<file path="src/rtl/pipe_hazard_ctrl.sv">
`default_nettype none
// ============================================================================
// Module      : pipe_hazard_ctrl
// Description : Hazard scheduler for the five-stage core. Shadows the
//               destination-register state of EX, MEM and WB in a three-entry
//               scoreboard. Produces operand-forwarding selects for ID/EX,
//               holds PC/IF-ID on load-use hazards and inserts ID/EX bubbles.
// Ports       :
//   clk          in   pipeline clock, rising edge
//   clrn         in   asynchronous active-low reset
//   IDvalid      in   ID stage holds a real instruction
//   IDrs/IDrt    in   ID source register numbers (5 bits each)
//   IDuse_rs/rt  in   ID instruction actually reads rs / rt
//   IDwreg       in   ID instruction writes the register file
//   IDm2reg      in   ID instruction is a load
//   IDwn         in   ID destination register number
//   flush        in   kill the ID instruction this cycle
//   stall        out  hold PC and IF/ID this cycle
//   pc_we        out  PC write enable (~stall)
//   ifid_we      out  IF/ID write enable (~stall)
//   idex_bubble  out  ID/EX loads a NOP (stall | flush)
//   fwda/fwdb    out  forward selects: 00 RF, 01 EX, 10 MEM, 11 WB
//   stall_cnt    out  saturating count of stall cycles since reset
// Revision    : 1.0 - initial release
// ============================================================================
module pipe_hazard_ctrl (
    input  logic        clk,
    input  logic        clrn,
    input  logic        IDvalid,
    input  logic [4:0]  IDrs,
    input  logic [4:0]  IDrt,
    input  logic        IDuse_rs,
    input  logic        IDuse_rt,
    input  logic        IDwreg,
    input  logic        IDm2reg,
    input  logic [4:0]  IDwn,
    input  logic        flush,
    output logic        stall,
    output logic        pc_we,
    output logic        ifid_we,
    output logic        idex_bubble,
    output logic [1:0]  fwda,
    output logic [1:0]  fwdb,
    output logic [15:0] stall_cnt
);

    localparam logic [1:0]  c_FWD_RF  = 2'b00;
    localparam logic [1:0]  c_FWD_EX  = 2'b01;
    localparam logic [1:0]  c_FWD_MEM = 2'b10;
    localparam logic [1:0]  c_FWD_WB  = 2'b11;
    localparam logic [15:0] c_CNT_MAX = 16'hFFFF;

    // Scoreboard entries {v, wreg, m2reg, wn} for EX, MEM and WB
    logic        r_ex_v,    r_mem_v,    r_wb_v;
    logic        r_ex_wreg, r_mem_wreg, r_wb_wreg;
    logic        r_ex_m2reg, r_mem_m2reg, r_wb_m2reg;
    logic [4:0]  r_ex_wn,   r_mem_wn,   r_wb_wn;
    logic [15:0] r_stall_cnt;

    logic        w_ex_rs, w_mem_rs, w_wb_rs;
    logic        w_ex_rt, w_mem_rt, w_wb_rt;
    logic        w_stall;
    logic [1:0]  w_fwda, w_fwdb;

    // A stage produces a usable value for r only if it holds a live writer of
    // r; register 0 is hard-wired so it never participates.
    function automatic logic f_match(input logic v, input logic wreg,
                                     input logic [4:0] wn, input logic [4:0] r);
        return v & wreg & (wn == r) & (r != 5'd0);
    endfunction

    assign w_ex_rs  = f_match(r_ex_v,  r_ex_wreg,  r_ex_wn,  IDrs);
    assign w_mem_rs = f_match(r_mem_v, r_mem_wreg, r_mem_wn, IDrs);
    assign w_wb_rs  = f_match(r_wb_v,  r_wb_wreg,  r_wb_wn,  IDrs);
    assign w_ex_rt  = f_match(r_ex_v,  r_ex_wreg,  r_ex_wn,  IDrt);
    assign w_mem_rt = f_match(r_mem_v, r_mem_wreg, r_mem_wn, IDrt);
    assign w_wb_rt  = f_match(r_wb_v,  r_wb_wreg,  r_wb_wn,  IDrt);

    // Only a load still in EX is a hazard: its data is not ready until MEM,
    // where the datapath selects load data vs ALU result by its own m2reg.
    // A flushed instruction is discarded, so it never stalls.
    assign w_stall = IDvalid & ~flush & r_ex_m2reg &
                     ((IDuse_rs & w_ex_rs) | (IDuse_rt & w_ex_rt));

    // Youngest producer wins: EX, then MEM, then WB.
    always_comb begin
        w_fwda = c_FWD_RF;
        if (IDuse_rs) begin
            if (w_ex_rs)       w_fwda = c_FWD_EX;
            else if (w_mem_rs) w_fwda = c_FWD_MEM;
            else if (w_wb_rs)  w_fwda = c_FWD_WB;
        end
    end

    always_comb begin
        w_fwdb = c_FWD_RF;
        if (IDuse_rt) begin
            if (w_ex_rt)       w_fwdb = c_FWD_EX;
            else if (w_mem_rt) w_fwdb = c_FWD_MEM;
            else if (w_wb_rt)  w_fwdb = c_FWD_WB;
        end
    end

    always_ff @(posedge clk or negedge clrn) begin
        if (!clrn) begin
            r_ex_v      <= 1'b0;
            r_ex_wreg   <= 1'b0;
            r_ex_m2reg  <= 1'b0;
            r_ex_wn     <= 5'd0;
            r_mem_v     <= 1'b0;
            r_mem_wreg  <= 1'b0;
            r_mem_m2reg <= 1'b0;
            r_mem_wn    <= 5'd0;
            r_wb_v      <= 1'b0;
            r_wb_wreg   <= 1'b0;
            r_wb_m2reg  <= 1'b0;
            r_wb_wn     <= 5'd0;
            r_stall_cnt <= 16'd0;
        end else begin
            r_wb_v      <= r_mem_v;
            r_wb_wreg   <= r_mem_wreg;
            r_wb_m2reg  <= r_mem_m2reg;
            r_wb_wn     <= r_mem_wn;
            r_mem_v     <= r_ex_v;
            r_mem_wreg  <= r_ex_wreg;
            r_mem_m2reg <= r_ex_m2reg;
            r_mem_wn    <= r_ex_wn;
            // A stalled or flushed instruction becomes a bubble (v=0); the
            // other fields are carried but never matched because v gates them.
            r_ex_v      <= IDvalid & ~w_stall & ~flush;
            r_ex_wreg   <= IDwreg;
            r_ex_m2reg  <= IDm2reg;
            r_ex_wn     <= IDwn;
            if (w_stall && (r_stall_cnt != c_CNT_MAX)) begin
                r_stall_cnt <= r_stall_cnt + 16'd1;
            end
        end
    end

    assign stall       = w_stall;
    assign pc_we       = ~w_stall;
    assign ifid_we     = ~w_stall;
    assign idex_bubble = w_stall | flush;
    assign fwda        = w_fwda;
    assign fwdb        = w_fwdb;
    assign stall_cnt   = r_stall_cnt;

    // WB m2reg is shadowed for completeness but nothing downstream needs it.
    logic w_unused;
    assign w_unused = r_wb_m2reg;

endmodule
`default_nettype wire

</file>
<file path="config.mk">
export PLATFORM = sky130hd
export DESIGN_NAME = pipe_hazard_ctrl
export DESIGN_NICKNAME = d
export VERILOG_FILES = /design/src/rtl/pipe_hazard_ctrl.sv
export SDC_FILE = /design/constraint.sdc
export NUM_CORES = 1
export LEC_CHECK = 0
export BUFFER_PORTS_ARGS = -buffer_cell sky130_fd_sc_hd__buf_4
export CAP_MARGIN = 20
export CORE_MARGIN = 4
export CORE_UTILIZATION = 56
export CTS_CLUSTER_DIAMETER = 80
export DETAILED_ROUTE_END_ITERATION = 10
export GPL_TIMING_DRIVEN = 0
export PLACE_DENSITY = 0.83
export SYNTH_ARGS = -nofsm -noshare
export SYNTH_HDL_FRONTEND = slang
export SYNTH_SLANG_ARGS = --single-unit
</file>
<file path="constraint.sdc">
create_clock -name clk -period 3.36 [get_ports clk]
set_clock_uncertainty 0.05 [all_clocks]
set_input_delay 0.672 -clock clk [delete_from_list [all_inputs] [get_ports clk]]
set_output_delay 0.672 -clock clk [all_outputs]
set_load 0.01 [all_outputs]
</file>
# Word level (Yosys, flattened, before mapping)
# Cells that the tools add are included.
# classes
bitwise,26
n_addsub,1
reduce_logical,3
eq_ne,7
mux,8
# op_table
cell,n
5-bit == test,6
1-bit bitwise AND,22
16-bit by 1-bit adder with 16-bit output (second input constant),1
2-bit 2-to-1 mux,8
16-bit inequality test (second input constant),1
5-bit nonzero test,2
1-bit inverter,2
1-bit bitwise OR,2
1-bit logical AND,1
# word_totals
in_bits,23
ff_bits,38
elab_cells,56
out_inout_bits,24

# Longest topological paths before layout
# Gate-level depths: netlist (run 1).
# logic_depth
ltp_word,9
mapped_depth,7
mapped_depth_nobuf,7

# Least setup slack after synthesis (run 1)
# OpenSTA, ideal clock, no wires.
# synth_path
path_type,in2out
start,input port IDrt[0]
end,output port pc_we
arrival_time_ns,1.900
path_slack_ns,0.738
required_time_ns,2.638
n_path_buf,1
stages,5
path_cell_list,or4_1 -> nor2_2 -> nor3_2 -> o21ai_4 -> buf_4
# synth_between
elab_chain_len,7
elab_cells_between_ends,8
cone_classes,1 x eq/ne; 6 x bitwise; 1 x reduce/logical
# synth_rtl
element,line_no,source
from (decl),31,"input logic [4:0] IDrt,"
5-bit == test,69,return v & wreg & (wn == r) & (r != 5'd0);
1-bit bitwise AND,69,
1-bit bitwise AND *,69,
1-bit bitwise AND *,83,((IDuse_rs & w_ex_rs) | (IDuse_rt & w_ex_rt));
1-bit bitwise OR *,83,
1-bit bitwise AND *,82,assign w_stall = IDvalid & ~flush & r_ex_m2reg &
1-bit inverter *,-,
to (decl),39,"output logic pc_we,"
# Every way passes the cells marked *; elsewhere a longest branch is shown, timed or not.

# Worst setup path after layout (run 1)
# layout_path
start,input port IDrt[0]
end,output port pc_we
# layout_between
elab_chain_len,7
elab_cells_between_ends,8
cone_classes,1 x eq/ne; 6 x bitwise; 1 x reduce/logical
# layout_rtl
element,line_no,source
5-bit == test,69,
1-bit bitwise AND,69,
1-bit bitwise AND *,69,
1-bit bitwise AND *,83,
1-bit bitwise OR *,83,
1-bit bitwise AND *,82,
1-bit inverter *,141,assign pc_we = ~w_stall;
# Marked as above.

==> impl_metrics.env, run 1 <==
export IMPL_status="complete, no violations"
export IMPL_dieArea_um2=4330
export IMPL_p_total_mw=0.818
export IMPL_end_kind="primary output"
export IMPL_clk_pin_slew_worst_paths_ns=0.10
export IMPL_cp_data_arrival_time_ns=2.20
export IMPL_cts_sinks=38
export IMPL_drt_initial_drc_count=61
export IMPL_fill_cells=228
export IMPL_wirelength_mm=3.87
export IMPL_finalSetupTns_ns=0
export IMPL_grt_max_degree=39
export IMPL_ys_warn_count=0
export IMPL_ir_drop_v=0.000310
export IMPL_hpwl_mm=3.03
export IMPL_path_class="in2out"
export IMPL_num_nets_final=241
export IMPL_cts_repair_resize_count=0
export IMPL_synthCells=164
export IMPL_coreArea_um2=3130
export IMPL_reg2reg_depth=6
export IMPL_r2r_slack_ns=1.24
export IMPL_die_w_um=65.8
export IMPL_drive_above_1_share_pct=31.2
export IMPL_postRouteAntennaNets=0
export IMPL_worst_path_max_delay_cell="or4_1"
export IMPL_r2r_start="stall_cnt[0]"
export IMPL_antennaDiodeCount=0
export IMPL_htree_levels=2
export IMPL_avgSynthCellArea_um2=11.4
export IMPL_post_cts_buffers=0
export IMPL_fmax_ghz=0.342
export IMPL_clock_path_buffers=2
export IMPL_multi_input_area_um2=892
export IMPL_numPortBuffers=46
export IMPL_first_global_vias=1379
export IMPL_p_per_area_nw_per_um2=351
export IMPL_reg2reg_to="stall_cnt[14]"
export IMPL_cp_data_required_time_ns=2.64
export IMPL_routedWlPerCell_um=14.8
export IMPL_synthesis_nets=188
export IMPL_rsz0062_at_grt="false"
export IMPL_max_stage_delay_ns=0.53
export IMPL_cts_buffers=5
export IMPL_start_kind="input port"
export IMPL_synth_cell_types=35
export IMPL_setup_ws_ns=0.433
export IMPL_finalMaxSlewViolations=0
export IMPL_maxCapViolations=0
export IMPL_setup_viol=0
export IMPL_post_route_period_util_pct=87.1
export IMPL_start_util_pct=59.8
export IMPL_area_growth_syn_to_layout_pct=24.8
export IMPL_crit_chain="buf_4 > or4_1 > nor2_2 > nor3_2 > o21ai_4 > buf_4 > buf_4"
export IMPL_path_max_fanout=9
export IMPL_grt_pass1_wl_mm=6.38
export IMPL_route_detailed_drc=0
export IMPL_dr_pass1_iters=4
export IMPL_die_h_um=65.8
export IMPL_cts_hold_buffers=0
export IMPL_slew_headroom_pct=68.4
export IMPL_mostFrequentLayoutCells="buf_4, dfrtp_1, xnor2_1, nand3_1, nor3_1"
export IMPL_pre_cts_slack_ns=0.443
export IMPL_root_buffer="clkbuf_4"
export IMPL_place_gp_congestion=0.883
export IMPL_num_rows=20
export IMPL_final_area_um2=2330
export IMPL_clk_latency_ns=0.34
export IMPL_final_cells=262
export IMPL_final_seq_area_um2=951
export IMPL_antenna_found_initial=0
export IMPL_period_needed_ns=2.93
export IMPL_via_per_inst=5.31
export IMPL_synthesis_area_um2=1870
export IMPL_dp_cells=254
export IMPL_crit_top_cell="buf_4"
export IMPL_p_leak_nw=1.03
export IMPL_finish_utilization_pct=74.6
export IMPL_final_hold_viol_count=0
export IMPL_hold_class="in2async"
export IMPL_dpl_cell_area_um2=2270
export IMPL_cts_tree="built"
export IMPL_grt_overflow_total=0
export IMPL_final_common_cell="buf_4"
export IMPL_worst_pin_slew_ns=0.474
export IMPL_vias=1390
export IMPL_pin_count=47
export IMPL_grt_usage_pct=19.8
export IMPL_whs_ns=0.228
export IMPL_ys_seq_area_share_pct=50.9
export IMPL_ys_ff_latch=38
-- registers in the layout (all words and copies together), names as in the netlist --
register    cells
r_ex_wreg       1
r_mem_v         1
r_ex_m2reg      1
r_wb_v          1
r_wb_wn         5
r_mem_wn        5
r_wb_wreg       1
r_mem_wreg      1
r_ex_v          1
r_ex_wn         5
stall_cnt      16
-- kinds of logic (layout without fill, tap and decap cells) --
group	Yosys count	count (layout)	synth area share, %
adder cells (fa/ha/maj)	1	1	0.669
multiplexers	1	1	0.602
flip-flops	38	38	50.9
AO/OA/AOI/OAI	8	8	5.02
buffers and inverters	6	60	1.41
AND/OR/NAND/NOR	66	66	20.8
XOR/XNOR	44	44	20.6
-- critical path, delay by kind of cell --
family | cells | cell delay (ns)
AND/OR/NAND/NOR | 3 | 0.85
AO/OA/AOI/OAI | 1 | 0.28
buffers and inverters | 3 | 0.40
-- per-layer routing --
layer	global-route usage [%]	up-vias	part of all wire, %
li1	-	676	-
met1	25.0	676	43
met2	32.9	33	51
met3	5.95	5	5.0
met4	5.44	0	1.1
met5	0	-	0
-- cells in the mapped netlist (all sizes together) --
cell type	instances	area [µm²]
nor2	13	58.8
nor3	14	75.1
or2	1	6.26
nand3	13	65.1
nor3b	1	7.51
a211o	1	8.76
or4	2	18.8
dfrtp	38	951
nand4	9	56.3
a21oi	1	8.76
xor2	11	96.3
and4	1	11.3
mux2	1	11.3
o21ai	1	16.3
o211a	1	10.0
nor4	2	33.8
a31oi	1	6.26
and3b	1	8.76
nor2b	1	6.26
a2111oi	1	15.0
inv	5	18.8
buf	1	7.51
a21boi	1	7.51
ha	1	12.5
nand2	5	18.8
o211ai	1	21.3
nand2b	2	12.5
xnor2	33	289
or4b	1	10.0
-- worst max path at each step --
stage                  from     to  slack [ns]  cells after the start
finish              IDrt[0]  pc_we        0.43                      7
global route        IDrt[0]  pc_we        0.35                      7
CTS                 IDrt[0]  pc_we        0.43                      7
detailed placement  IDrt[0]  pc_we        0.44                      7
global placement    IDrt[0]  pc_we        0.45                      7
floorplan           IDrt[0]  pc_we        0.74                      5
-- where the power goes --
part           total (mW)  switching [mW]  internal, mW
Sequential          0.485          0.0138         0.471
Clock               0.246           0.145         0.101
Combinational      0.0879          0.0414        0.0465
Total               0.818           0.200         0.618
-- layout make-up --
type                       instances  area share (%)
clock inverter                     2           0.536
tap                               44            2.36
multi-input combinational        120            38.2
timing repair buffer              46            14.8
inverter                           5           0.804
sequential                        38            40.8
buffer                             1           0.322
clock buffer                       6            2.20
(Power assumes the default switching activity.)
==> inputs of run 2 (changes only) <==
--- a/config.mk
+++ b/config.mk
@@ -8,11 +8,11 @@
 export BUFFER_PORTS_ARGS = -buffer_cell sky130_fd_sc_hd__buf_4
 export CAP_MARGIN = 20
 export CORE_MARGIN = 4
-export CORE_UTILIZATION = 56
+export CORE_UTILIZATION = 52
 export CTS_CLUSTER_DIAMETER = 80
 export DETAILED_ROUTE_END_ITERATION = 10
 export GPL_TIMING_DRIVEN = 0
-export PLACE_DENSITY = 0.83
+export PLACE_DENSITY = 0.78
 export SYNTH_ARGS = -nofsm -noshare
 export SYNTH_HDL_FRONTEND = slang
 export SYNTH_SLANG_ARGS = --single-unit
==> constraint.sdc (replaced) <==
create_clock -name clk -period 3.23 [get_ports clk]
set_clock_uncertainty 0.05 [all_clocks]
set_input_delay 0.646 -clock clk [delete_from_list [all_inputs] [get_ports clk]]
set_output_delay 0.646 -clock clk [all_outputs]
set_load 0.01 [all_outputs]
==> impl_metrics.env, run 2 (synthesis results as in run 1) <==
export IMPL_status="complete, no violations"
export IMPL_finalMaxSlewViolations=0
export IMPL_rsz0062_at_grt="false"
export IMPL_setup_viol=0
export IMPL_cts_repair_resize_count=0
export IMPL_ir_drop_v=0.000276
export IMPL_die_w_um=68.0
export IMPL_end_kind="primary output"
export IMPL_reg2reg_depth=6
export IMPL_finalSetupTns_ns=0
export IMPL_crit_family="simple AND/OR/NAND/NOR gates"
export IMPL_final_area_um2=2350
export IMPL_fmax_ghz=0.347
export IMPL_area_growth_syn_to_layout_pct=25.9
export IMPL_coreArea_um2=3420
export IMPL_dpl_cell_area_um2=2270
export IMPL_grt_max_degree=39
export IMPL_cp_data_required_time_ns=2.53
export IMPL_worst_path_max_delay_cell="or4_1"
export IMPL_post_cts_buffers=0
export IMPL_cts_tree="built"
export IMPL_grt_usage_pct=19.2
export IMPL_route_detailed_drc=0
export IMPL_final_hold_viol_count=0
export IMPL_die_h_um=68.0
export IMPL_drive_above_1_share_pct=30.9
export IMPL_max_stage_delay_ns=0.54
export IMPL_place_gp_congestion=0.829
export IMPL_numPortBuffers=46
export IMPL_mostFrequentLayoutCells="buf_4, dfrtp_1, xnor2_1, nand3_1, nor3_1"
export IMPL_drt_initial_drc_count=82
export IMPL_num_nets_final=241
export IMPL_crit_top_cell="buf_4"
export IMPL_final_common_cell="buf_4"
export IMPL_htree_levels=2
export IMPL_via_per_inst=5.43
export IMPL_cts_buffers=5
export IMPL_grt_pass1_wl_mm=6.47
export IMPL_p_leak_nw=1.04
export IMPL_hold_class="in2async"
export IMPL_antennaDiodeCount=0
export IMPL_postRouteAntennaNets=0
export IMPL_path_buf_inv=3
export IMPL_post_route_period_util_pct=89.2
export IMPL_p_total_mw=0.926
export IMPL_worst_pin_slew_ns=0.470
export IMPL_p_per_area_nw_per_um2=393
export IMPL_pin_count=47
export IMPL_cts_hold_buffers=0
export IMPL_wirelength_mm=3.93
export IMPL_maxCapViolations=0
export IMPL_start_kind="input port"
export IMPL_path_max_fanout=9
export IMPL_first_global_vias=1406
export IMPL_clk_pin_slew_worst_paths_ns=0.11
export IMPL_dieArea_um2=4620
export IMPL_period_needed_ns=2.88
export IMPL_start_util_pct=54.7
export IMPL_clk_latency_ns=0.33
export IMPL_antenna_found_initial=0
export IMPL_vias=1427
export IMPL_grt_overflow_total=0
export IMPL_crit_chain="buf_4 > or4_1 > nor2_2 > nor3_2 > o21ai_4 > buf_4 > buf_4"
export IMPL_num_rows=21
export IMPL_dr_pass1_iters=4
export IMPL_largest_reg_flops=16
export IMPL_slew_headroom_pct=68.7
export IMPL_root_buffer="clkbuf_4"
export IMPL_hpwl_mm=3.00
export IMPL_cts_sinks=38
export IMPL_cp_data_arrival_time_ns=2.19
export IMPL_clock_path_buffers=2
export IMPL_worstSetupPathDepth=7
export IMPL_routedWlPerCell_um=14.9
export IMPL_path_class="in2out"
==> run 2: changes by cell type in the layout (fill, tap and decap cells not counted) <==
cell / change
clkinv_2: -1
clkinvlp_4: -1
bufinv_16: +1
==> run 2: worst paths after layout <==
check	from	end	slack [ns]
max in group asynchronous	clrn	r_ex_v	2.60
min in group clk	IDwn[1]	r_ex_wn[1]	0.36
worst max-delay path	IDrt[0]	pc_we	0.35
worst min register to register	r_mem_wreg	r_wb_wreg	0.38
worst min-delay path	clrn	stall_cnt[9]	0.20
worst max register to register	stall_cnt[0]	stall_cnt[14]	1.16
==> run 2: cell type report <==
| class | instances | area, µm² |
|---|---|---|
| timing repair buffer | 46 | 345 |
| tap | 46 | 57.6 |
| multi-input combinational | 120 | 892 |
| inverter | 5 | 18.8 |
| clock buffer | 6 | 51.3 |
| sequential | 38 | 951 |
| clock inverter | 1 | 30.0 |
| buffer | 1 | 7.51 |
| fill | 277 | 1060 |
==> run 2: power breakdown <==
| group | total, mW | switching, mW | internal [mW] | leakage (nW) |
|---|---|---|---|---|
| logic | 0.0914 | 0.0430 | 0.0484 | 0.527 |
| registers | 0.505 | 0.0145 | 0.490 | 0.473 |
| clock network | 0.330 | 0.149 | 0.180 | 0.0443 |
| total | 0.926 | 0.207 | 0.719 | 1.04 |
==> run 2: stage by stage <==
step           hold WS [ns]  std cells  util [%]  setup slack [ns]
5_1_grt               0.217        263      68.9             0.264
3_5_place_dp          0.360        256      66.5             0.353
6_report              0.204        263      68.9             0.348
2_1_floorplan         0.300        164         -             0.660
4_1_cts               0.212        263      68.9             0.348
3_3_place_gp          0.346        256      66.5             0.367
==> run 2: metal layers <==
layer | track usage [%] | wire length, µm
met3 | 4.43 | 216
met5 | 0 | 0
met2 | 31.9 | 2020
met4 | 7.69 | 75
met1 | 24.2 | 1610
